File: config.mk
export PLATFORM = sky130hd
export DESIGN_NAME = axi_burst_writer
export DESIGN_NICKNAME = d
export VERILOG_FILES = /design/src/rtl/axi_burst_writer.sv
export SDC_FILE = /design/constraint.sdc
export NUM_CORES = 1
export LEC_CHECK = 0
export BUFFER_PORTS_ARGS = -buffer_cell sky130_fd_sc_hd__buf_2
export CAP_MARGIN = 25
export CORE_AREA = 4 4 104 156
export CTS_CLUSTER_SIZE = 16
export DETAILED_ROUTE_END_ITERATION = 8
export DIE_AREA = 0 0 108 160
export PLACE_DENSITY = 0.79
export SYNTH_ARGS = -nofsm -noshare
export SYNTH_HDL_FRONTEND = slang
export SYNTH_SLANG_ARGS = --single-unit
File: constraint.sdc
create_clock -name clk -period 2.8 [get_ports clk]
set_input_delay 0 -clock clk [delete_from_list [all_inputs] [get_ports clk]]
set_output_delay 0 -clock clk [all_outputs]
set_load 0.005 [all_outputs]
File: src/rtl/axi_burst_writer.sv
// -----------------------------------------------------------------------------
// axi_burst_writer
// Turns a (byte address, byte length) write request plus a stream of
// bus-aligned data beats into AXI4 INCR write bursts, then reports one
// OK/ERROR status per request once every burst has been acknowledged.
//
// Ports
//   clk, rst                 clock, synchronous active-low reset
//   req_addr/req_length      request start byte address and byte count
//   req_vld/req_rdy          request handshake
//   data_in_data/vld/rdy     write data beats, one bus-aligned word each
//   resp_data/vld/rdy        request status (0 = OK, 1 = ERROR)
//   axi_aw_*                 AXI write address channel (master side)
//   axi_w_*                  AXI write data channel (master side)
//   axi_b_*                  AXI write response channel (master side)
//
// Configuration
//   AXI_BURST_WRITER_BOUNDARY_SPLIT_EN  when defined, bursts are also cut at
//                                       every 4 KiB address boundary; when
//                                       undefined, bursts are cut only at
//                                       MAX_BURST beats.
// -----------------------------------------------------------------------------
module axi_burst_writer #(
    parameter int unsigned ADDR_W    = 16,
    parameter int unsigned DATA_W    = 32,
    parameter int unsigned LEN_W     = 16,
    parameter int unsigned ID_W      = 4,
    parameter int unsigned AXI_ID    = 0,
    parameter int unsigned MAX_BURST = 16
) (
    input  logic                clk,
    input  logic                rst,

    input  logic [ADDR_W-1:0]   req_addr,
    input  logic [LEN_W-1:0]    req_length,
    input  logic                req_vld,
    output logic                req_rdy,

    input  logic [DATA_W-1:0]   data_in_data,
    input  logic                data_in_vld,
    output logic                data_in_rdy,

    output logic                resp_data,
    output logic                resp_vld,
    input  logic                resp_rdy,

    output logic [ID_W-1:0]     axi_aw_awid,
    output logic [ADDR_W-1:0]   axi_aw_awaddr,
    output logic [2:0]          axi_aw_awsize,
    output logic [7:0]          axi_aw_awlen,
    output logic [1:0]          axi_aw_awburst,
    output logic                axi_aw_awvalid,
    input  logic                axi_aw_awready,

    output logic [DATA_W-1:0]   axi_w_wdata,
    output logic [DATA_W/8-1:0] axi_w_wstrb,
    output logic                axi_w_wlast,
    output logic                axi_w_wvalid,
    input  logic                axi_w_wready,

    input  logic [2:0]          axi_b_bresp,
    input  logic [ID_W-1:0]     axi_b_bid,
    input  logic                axi_b_bvalid,
    output logic                axi_b_bready
);

    localparam int unsigned BYTES  = DATA_W / 8;
    localparam int unsigned SIZE   = $clog2(BYTES);
    localparam int unsigned BEAT_W = LEN_W + 1;
    localparam int unsigned CNT_W  = $clog2(MAX_BURST + 1);

    typedef enum logic [2:0] {IDLE, AW, W, WAIT_B, RESP} state_t;

    state_t              state;
    logic [ADDR_W-1:0]   addr_q;       // address of the next burst
    logic [BEAT_W-1:0]   req_left;     // request beats not yet taken from data_in
    logic [CNT_W-1:0]    burst_cnt;    // beats in the burst being issued
    logic [CNT_W-1:0]    in_left;      // beats of this burst still to take from data_in
    logic [BYTES-1:0]    last_strb;    // strobe for the request's final beat
    logic [DATA_W-1:0]   skid_data;
    logic [BYTES-1:0]    skid_strb;
    logic                skid_last;
    logic                skid_vld;
    logic [BEAT_W-1:0]   outstanding;  // bursts whose B response is still due
    logic                err;          // sticky: some B response was not OKAY

    // BID carries no information for a single-ID master.
    logic unused_bid;
    assign unused_bid = ^axi_b_bid;

    assign axi_aw_awid    = ID_W'(AXI_ID);
    assign axi_aw_awsize  = 3'(SIZE);
    assign axi_aw_awburst = 2'b01;

    // Handshakes, all formed from registered valid/ready outputs.
    logic req_hs, aw_hs, in_hs, w_hs, b_hs, resp_hs;
    assign req_hs  = req_vld        & req_rdy;
    assign aw_hs   = axi_aw_awvalid & axi_aw_awready;
    assign in_hs   = data_in_vld    & data_in_rdy;
    assign w_hs    = axi_w_wvalid   & axi_w_wready;
    assign b_hs    = axi_b_bvalid   & axi_b_bready;
    assign resp_hs = resp_vld       & resp_rdy;

    // Request decode: beat count and final-beat strobe.
    logic [BEAT_W-1:0] req_beats_c;
    logic [LEN_W-1:0]  rem_c;
    logic [BYTES-1:0]  req_strb_c;
    assign req_beats_c = (BEAT_W'(req_length) + BEAT_W'(BYTES - 1)) >> SIZE;
    assign rem_c       = req_length & LEN_W'(BYTES - 1);

    always_comb begin
        req_strb_c = '1;
        if (rem_c != '0) begin
            for (int i = 0; i < int'(BYTES); i++) begin
                req_strb_c[i] = (LEN_W'(i) < rem_c);
            end
        end
    end

    // Beats in the next burst: limited by what is left and by MAX_BURST.
    logic [CNT_W-1:0] burst_c;
`ifdef AXI_BURST_WRITER_BOUNDARY_SPLIT_EN
    logic [11:0] page_off_c;
    logic [12:0] page_beats_c;
    assign page_off_c   = 12'(addr_q);
    assign page_beats_c = (13'h1000 - {1'b0, page_off_c}) >> SIZE;
`endif

    always_comb begin
        burst_c = CNT_W'(MAX_BURST);
        if (req_left < BEAT_W'(MAX_BURST)) begin
            burst_c = CNT_W'(req_left);
        end
`ifdef AXI_BURST_WRITER_BOUNDARY_SPLIT_EN
        if (page_beats_c < 13'(burst_c)) begin
            burst_c = CNT_W'(page_beats_c);
        end
`endif
    end

    // Accepted beat attributes and skid occupancy for the next cycle.
    logic             in_last_c, in_final_c, load_out_c, skid_vld_nxt;
    logic [BYTES-1:0] in_strb_c;
    logic [CNT_W-1:0] in_left_nxt;
    assign in_last_c   = (in_left == CNT_W'(1));
    assign in_final_c  = (req_left == BEAT_W'(1));
    assign in_strb_c   = in_final_c ? last_strb : '1;
    assign load_out_c  = in_hs & (~axi_w_wvalid | w_hs);
    assign in_left_nxt = in_left - CNT_W'(in_hs);

    always_comb begin
        skid_vld_nxt = skid_vld;
        if (in_hs && axi_w_wvalid && !w_hs) begin
            skid_vld_nxt = 1'b1;
        end else if (!in_hs && w_hs) begin
            skid_vld_nxt = 1'b0;
        end
    end

    // Outstanding-B count: AW adds one, B removes one, both together cancel.
    logic [BEAT_W-1:0] outstanding_nxt;
    always_comb begin
        outstanding_nxt = outstanding;
        if (aw_hs && !b_hs) begin
            outstanding_nxt = outstanding + BEAT_W'(1);
        end else if (!aw_hs && b_hs) begin
            outstanding_nxt = outstanding - BEAT_W'(1);
        end
    end

    // Control FSM, W skid stage and B bookkeeping.
    always_ff @(posedge clk) begin
        if (!rst) begin
            state          <= IDLE;
            req_rdy        <= 1'b0;
            data_in_rdy    <= 1'b0;
            resp_vld       <= 1'b0;
            resp_data      <= 1'b0;
            axi_aw_awaddr  <= '0;
            axi_aw_awlen   <= '0;
            axi_aw_awvalid <= 1'b0;
            axi_w_wdata    <= '0;
            axi_w_wstrb    <= '0;
            axi_w_wlast    <= 1'b0;
            axi_w_wvalid   <= 1'b0;
            axi_b_bready   <= 1'b0;
            addr_q         <= '0;
            req_left       <= '0;
            burst_cnt      <= '0;
            in_left        <= '0;
            last_strb      <= '0;
            skid_data      <= '0;
            skid_strb      <= '0;
            skid_last      <= 1'b0;
            skid_vld       <= 1'b0;
            outstanding    <= '0;
            err            <= 1'b0;
        end else begin
            outstanding  <= outstanding_nxt;
            axi_b_bready <= (outstanding_nxt != '0);
            if (b_hs && (axi_b_bresp != 3'd0)) begin
                err <= 1'b1;
            end

            // One-entry skid: a beat goes straight to W when the W register
            // is free or draining, otherwise it parks until W drains.
            if (in_hs) begin
                in_left  <= in_left_nxt;
                req_left <= req_left - BEAT_W'(1);
                if (load_out_c) begin
                    axi_w_wdata  <= data_in_data;
                    axi_w_wstrb  <= in_strb_c;
                    axi_w_wlast  <= in_last_c;
                    axi_w_wvalid <= 1'b1;
                end else begin
                    skid_data <= data_in_data;
                    skid_strb <= in_strb_c;
                    skid_last <= in_last_c;
                end
            end else if (w_hs) begin
                if (skid_vld) begin
                    axi_w_wdata <= skid_data;
                    axi_w_wstrb <= skid_strb;
                    axi_w_wlast <= skid_last;
                end else begin
                    axi_w_wvalid <= 1'b0;
                end
            end
            skid_vld <= skid_vld_nxt;

            case (state)
                IDLE: begin
                    if (req_hs) begin
                        req_rdy   <= 1'b0;
                        addr_q    <= req_addr & ~ADDR_W'(BYTES - 1);
                        req_left  <= req_beats_c;
                        last_strb <= req_strb_c;
                        if (req_length == '0) begin
                            resp_vld  <= 1'b1;
                            resp_data <= 1'b0;
                            state     <= RESP;
                        end else begin
                            state <= AW;
                        end
                    end else begin
                        req_rdy <= 1'b1;
                    end
                end

                // First cycle in AW computes and presents the burst.
                AW: begin
                    if (!axi_aw_awvalid) begin
                        axi_aw_awvalid <= 1'b1;
                        axi_aw_awaddr  <= addr_q;
                        axi_aw_awlen   <= 8'(burst_c - CNT_W'(1));
                        burst_cnt      <= burst_c;
                        in_left        <= burst_c;
                    end else if (axi_aw_awready) begin
                        axi_aw_awvalid <= 1'b0;
                        data_in_rdy    <= 1'b1;
                        addr_q         <= addr_q + (ADDR_W'(burst_cnt) << SIZE);
                        state          <= W;
                    end
                end

                W: begin
                    data_in_rdy <= (in_left_nxt != '0) && !skid_vld_nxt;
                    if (w_hs && axi_w_wlast) begin
                        data_in_rdy <= 1'b0;
                        state       <= (req_left != '0) ? AW : WAIT_B;
                    end
                end

                WAIT_B: begin
                    if (outstanding == '0) begin
                        resp_vld  <= 1'b1;
                        resp_data <= err;
                        state     <= RESP;
                    end
                end

                RESP: begin
                    if (resp_hs) begin
                        resp_vld  <= 1'b0;
                        resp_data <= 1'b0;
                        err       <= 1'b0;
                        req_rdy   <= 1'b1;
                        state     <= IDLE;
                    end
                end

                default: state <= IDLE;
            endcase
        end
    end

endmodule

==> results_dict.tcl <==
set metrics [dict create \
    route.detailed.drc 0 \
    min_period_over_period 0.940 \
    synth_edf_count 0 \
    setup_viol 0 \
    antenna_cells 0 \
    fin_area_um2 10200 \
    p_leak_nw 4.02 \
    syn-instance-count 1062 \
    critical_path_class "register to register" \
    power_mw 8.42 \
    grt_pass1_vias 7633 \
    place_area_um2 9000 \
    tightest_slew_ps 628 \
    cts_made_buffers 17 \
    crit_path_start_kind "register" \
    layout_common_cells "nand2_1 (217), dfxtp_1 (168), buf_2 (138)" \
    root_buffer "clkbuf_16" \
    cts.clk_slew.worst_paths_ps 60 \
    rsz0062_at_grt "no" \
    core_um2 14900 \
    final_hold_viol_count 0 \
    slew_headroom 0.580 \
    critical_path.max_fanout 8 \
    wl_per_cell_um 14.9 \
    viasPerCell 5.56 \
    min_period_ps 2630 \
    io_buffers 138 \
    area_delta_synth_final_pct 24.5 \
    crit_slowest_cell "or3b_2" \
    seq_power_share 0.388 \
    status "complete, no violations" \
    drive_above_1_share 0.165 \
    ios 156 \
    fin_util 0.685 \
    cap_violations 0 \
    highest_layer "met4" \
    ys_types 64 \
    synth_top_cell_by_area "dfxtp_1" \
    clock_path_buffers 2 \
    grt_use_total 0.250 \
    cts_tree "done" \
    seqCellArea_um2 3360 \
    rows 55 \
    antenna_found_initial 0 \
    synth_ff_type "dfxtp_1" \
    drtIter0Drc 533 \
    cpPeakStageDelay_ps 470 \
    dp_cells 1341 \
    tns_ps 0 \
    multi_input_area_um2 4450 \
    yosys_warnings 0 \
    power_frac_clock 0.282 \
    syn_area_um2 8220 \
    chipWidth_um 108 \
    synth_top_area_frac 0.409 \
    postRouteAntennaNets 0 \
    layout_commonest_cell "nand2_1" \
    cp.required_ps 3100 \
    internal_power_mw 5.40 \
    power.density_nw_per_um2 823 \
    fin_cells 1436 \
    grt_pass1_wl_um 35800 \
    net-switching-power_mw 3.02 \
    gp_congestion 0.919 \
    dieArea_um2 17300 \
    worst_ep_arrival_time_ps 2930 \
    insertion_delay_ps 420 \
    fmax_mhz 380 \
    hpwl_um 13900 \
    layout.nets 1318 \
    seq_area_frac_synth 0.409 \
    synthTopCellsByArea "dfxtp_1 (41%), nand2_1 (10%), a21oi_1 (5.8%), nor2_1 (5.4%), a311oi_1 (3.6%)" \
    hold_path_class "input pin to register" \
    grt_overflow 0 \
    ys_ff_latch 168 \
    met3_length_um 1030 \
    cts_max_level 4 \
    firstDrtPassIters 5 \
    fin_skew_ps 11.3 \
    cp-end-kind "register" \
    switching_share 0.359 \
    die_h_um 160 \
    start_util 0.550 \
    p_comb_frac 0.331 \
    fillers 1217 \
    routed_wirelength_um 21400 \
    ir_drop_uv 389 \
    async_flop_share 0 \
    num_vias 7977 \
    path_cells "inv_1 > ha_1 > or3b_2 > nor3_1 > nor2_1 > xnor2_1 > a2111oi_1 > nand3_1 > o31a_1" \
    clock_sinks 168 \
    grt_max_degree 69 \
    routedLengthMet1_um 8620 \
    slew_violations 0 \
    wl_met2_um 11300 \
    avgSynthCellArea_um2 7.74 \
]
critical path, delay by kind of cell (launching register included):
| family | cells | cell delay, ps |
|---|---|---|
| flops | 1 | 370 |
| fa+ha+maj | 1 | 170 |
| xor+xnor | 1 | 140 |
| compound gates | 2 | 760 |
| buf+inv | 1 | 110 |
| simple gates | 4 | 970 |
flip-flops by register name (all words and copies together), names as in the netlist, 3 cells and up:
| name | count |
|---|---|
| axi_w_wdata | 32 |
| skid_data | 32 |
| outstanding | 17 |
| req_left | 17 |
| addr_q | 14 |
| axi_aw_awaddr | 14 |
| axi_aw_awlen | 6 |
| burst_cnt | 5 |
| in_left | 5 |
| axi_w_wstrb | 4 |
| last_strb | 4 |
| skid_strb | 4 |
| state | 3 |
layer usage:
metal | vias to the layer above | track usage
met1 | 3702 | 0.302
met5 | - | 0
met4 | 0 | 0.0821
met3 | 42 | 0.0392
met2 | 258 | 0.446
li1 | 3975 | -
final timing paths:
kind	from	endpoint	slack [ps]	cells after the start
max reg2reg	outstanding[0]$_SDFF_PN0_	axi_b_bready$_SDFF_PN0_	170	9
min	req_addr[13]	addr_q[13]$_SDFFE_PN0P_	8	4
max	outstanding[0]$_SDFF_PN0_	axi_b_bready$_SDFF_PN0_	170	9
min reg2reg	axi_w_wstrb[1]$_SDFFE_PN0P_	axi_w_wstrb[1]$_SDFFE_PN0P_	450	2
synthesized netlist by cell type (5+ instances only):
| master | count |
|---|---|
| and3_1 | 10 |
| nand4_1 | 10 |
| or3_1 | 10 |
| o31ai_1 | 8 |
| clkbuf_1 | 63 |
| nand2b_1 | 5 |
| nand3_1 | 26 |
| buf_4 | 14 |
| nor2_1 | 118 |
| xor2_1 | 24 |
| a21oi_1 | 95 |
| nor4_1 | 8 |
| a311oi_1 | 34 |
| mux2i_1 | 5 |
| nor3_1 | 26 |
| ha_1 | 14 |
| nand2_1 | 218 |
| a211oi_1 | 18 |
| o211ai_1 | 8 |
| xnor2_1 | 30 |
| a21o_1 | 6 |
| buf_1 | 6 |
| dfxtp_1 | 168 |
| o21ai_0 | 23 |
| nor2b_1 | 7 |
| a22oi_1 | 6 |
| or4_1 | 6 |
| inv_1 | 23 |
| and2_1 | 17 |
final cells by class:
| class | count | share of cell area |
|---|---|---|
| Sequential cell | 168 | 0.329 |
| Timing Repair Buffer | 219 | 0.145 |
| Clock inverter | 13 | 0.0157 |
| Clock buffer | 19 | 0.0433 |
| Inverter | 23 | 0.00868 |
| Multi-Input combinational cell | 795 | 0.435 |
| Tap cell | 199 | 0.0243 |
metrics by stage:
stage / setup slack (ps) / hold slack (ps)
5_1_grt: 20.3 / 31.4
2_1_floorplan: 385 / 136
6_report: 169 / 8.25
3_3_place_gp: 269 / 253
4_1_cts: 134 / 6.10
3_5_place_dp: 150 / 259
power groups by stage:
stage | sequential (mW) | clock [mW] | combinational (mW)
detailed placement | 3.30 | 0 | 2.68
CTS | 3.25 | 2.41 | 2.77
floorplan | 3.16 | 0 | 2.02
global route | 3.33 | 2.52 | 3.13
finish | 3.26 | 2.37 | 2.79
global placement | 3.29 | 0 | 2.63
kinds of logic (layout without fill, tap and decap cells):
kind of cell / count (synthesis) / after routing / synth area share
compound gates: 229 / 229 / 0.181
xor+xnor: 54 / 54 / 0.0575
fa+ha+maj: 15 / 15 / 0.0237
buf+inv: 108 / 274 / 0.0568
flops: 168 / 168 / 0.409
mux: 9 / 9 / 0.0116
other cells: 2 / 11 / 0.000914
simple gates: 477 / 477 / 0.259
timing repair:
action / in CTS / in global routing
gates resized for setup: 0 / 1
endpoints found under the hold margin: 95 / 0
hold buffers: 63 / 0
setup buffers: 0 / 0
setup endpoints to repair: 0 / 1
(Power assumes the default switching activity.)
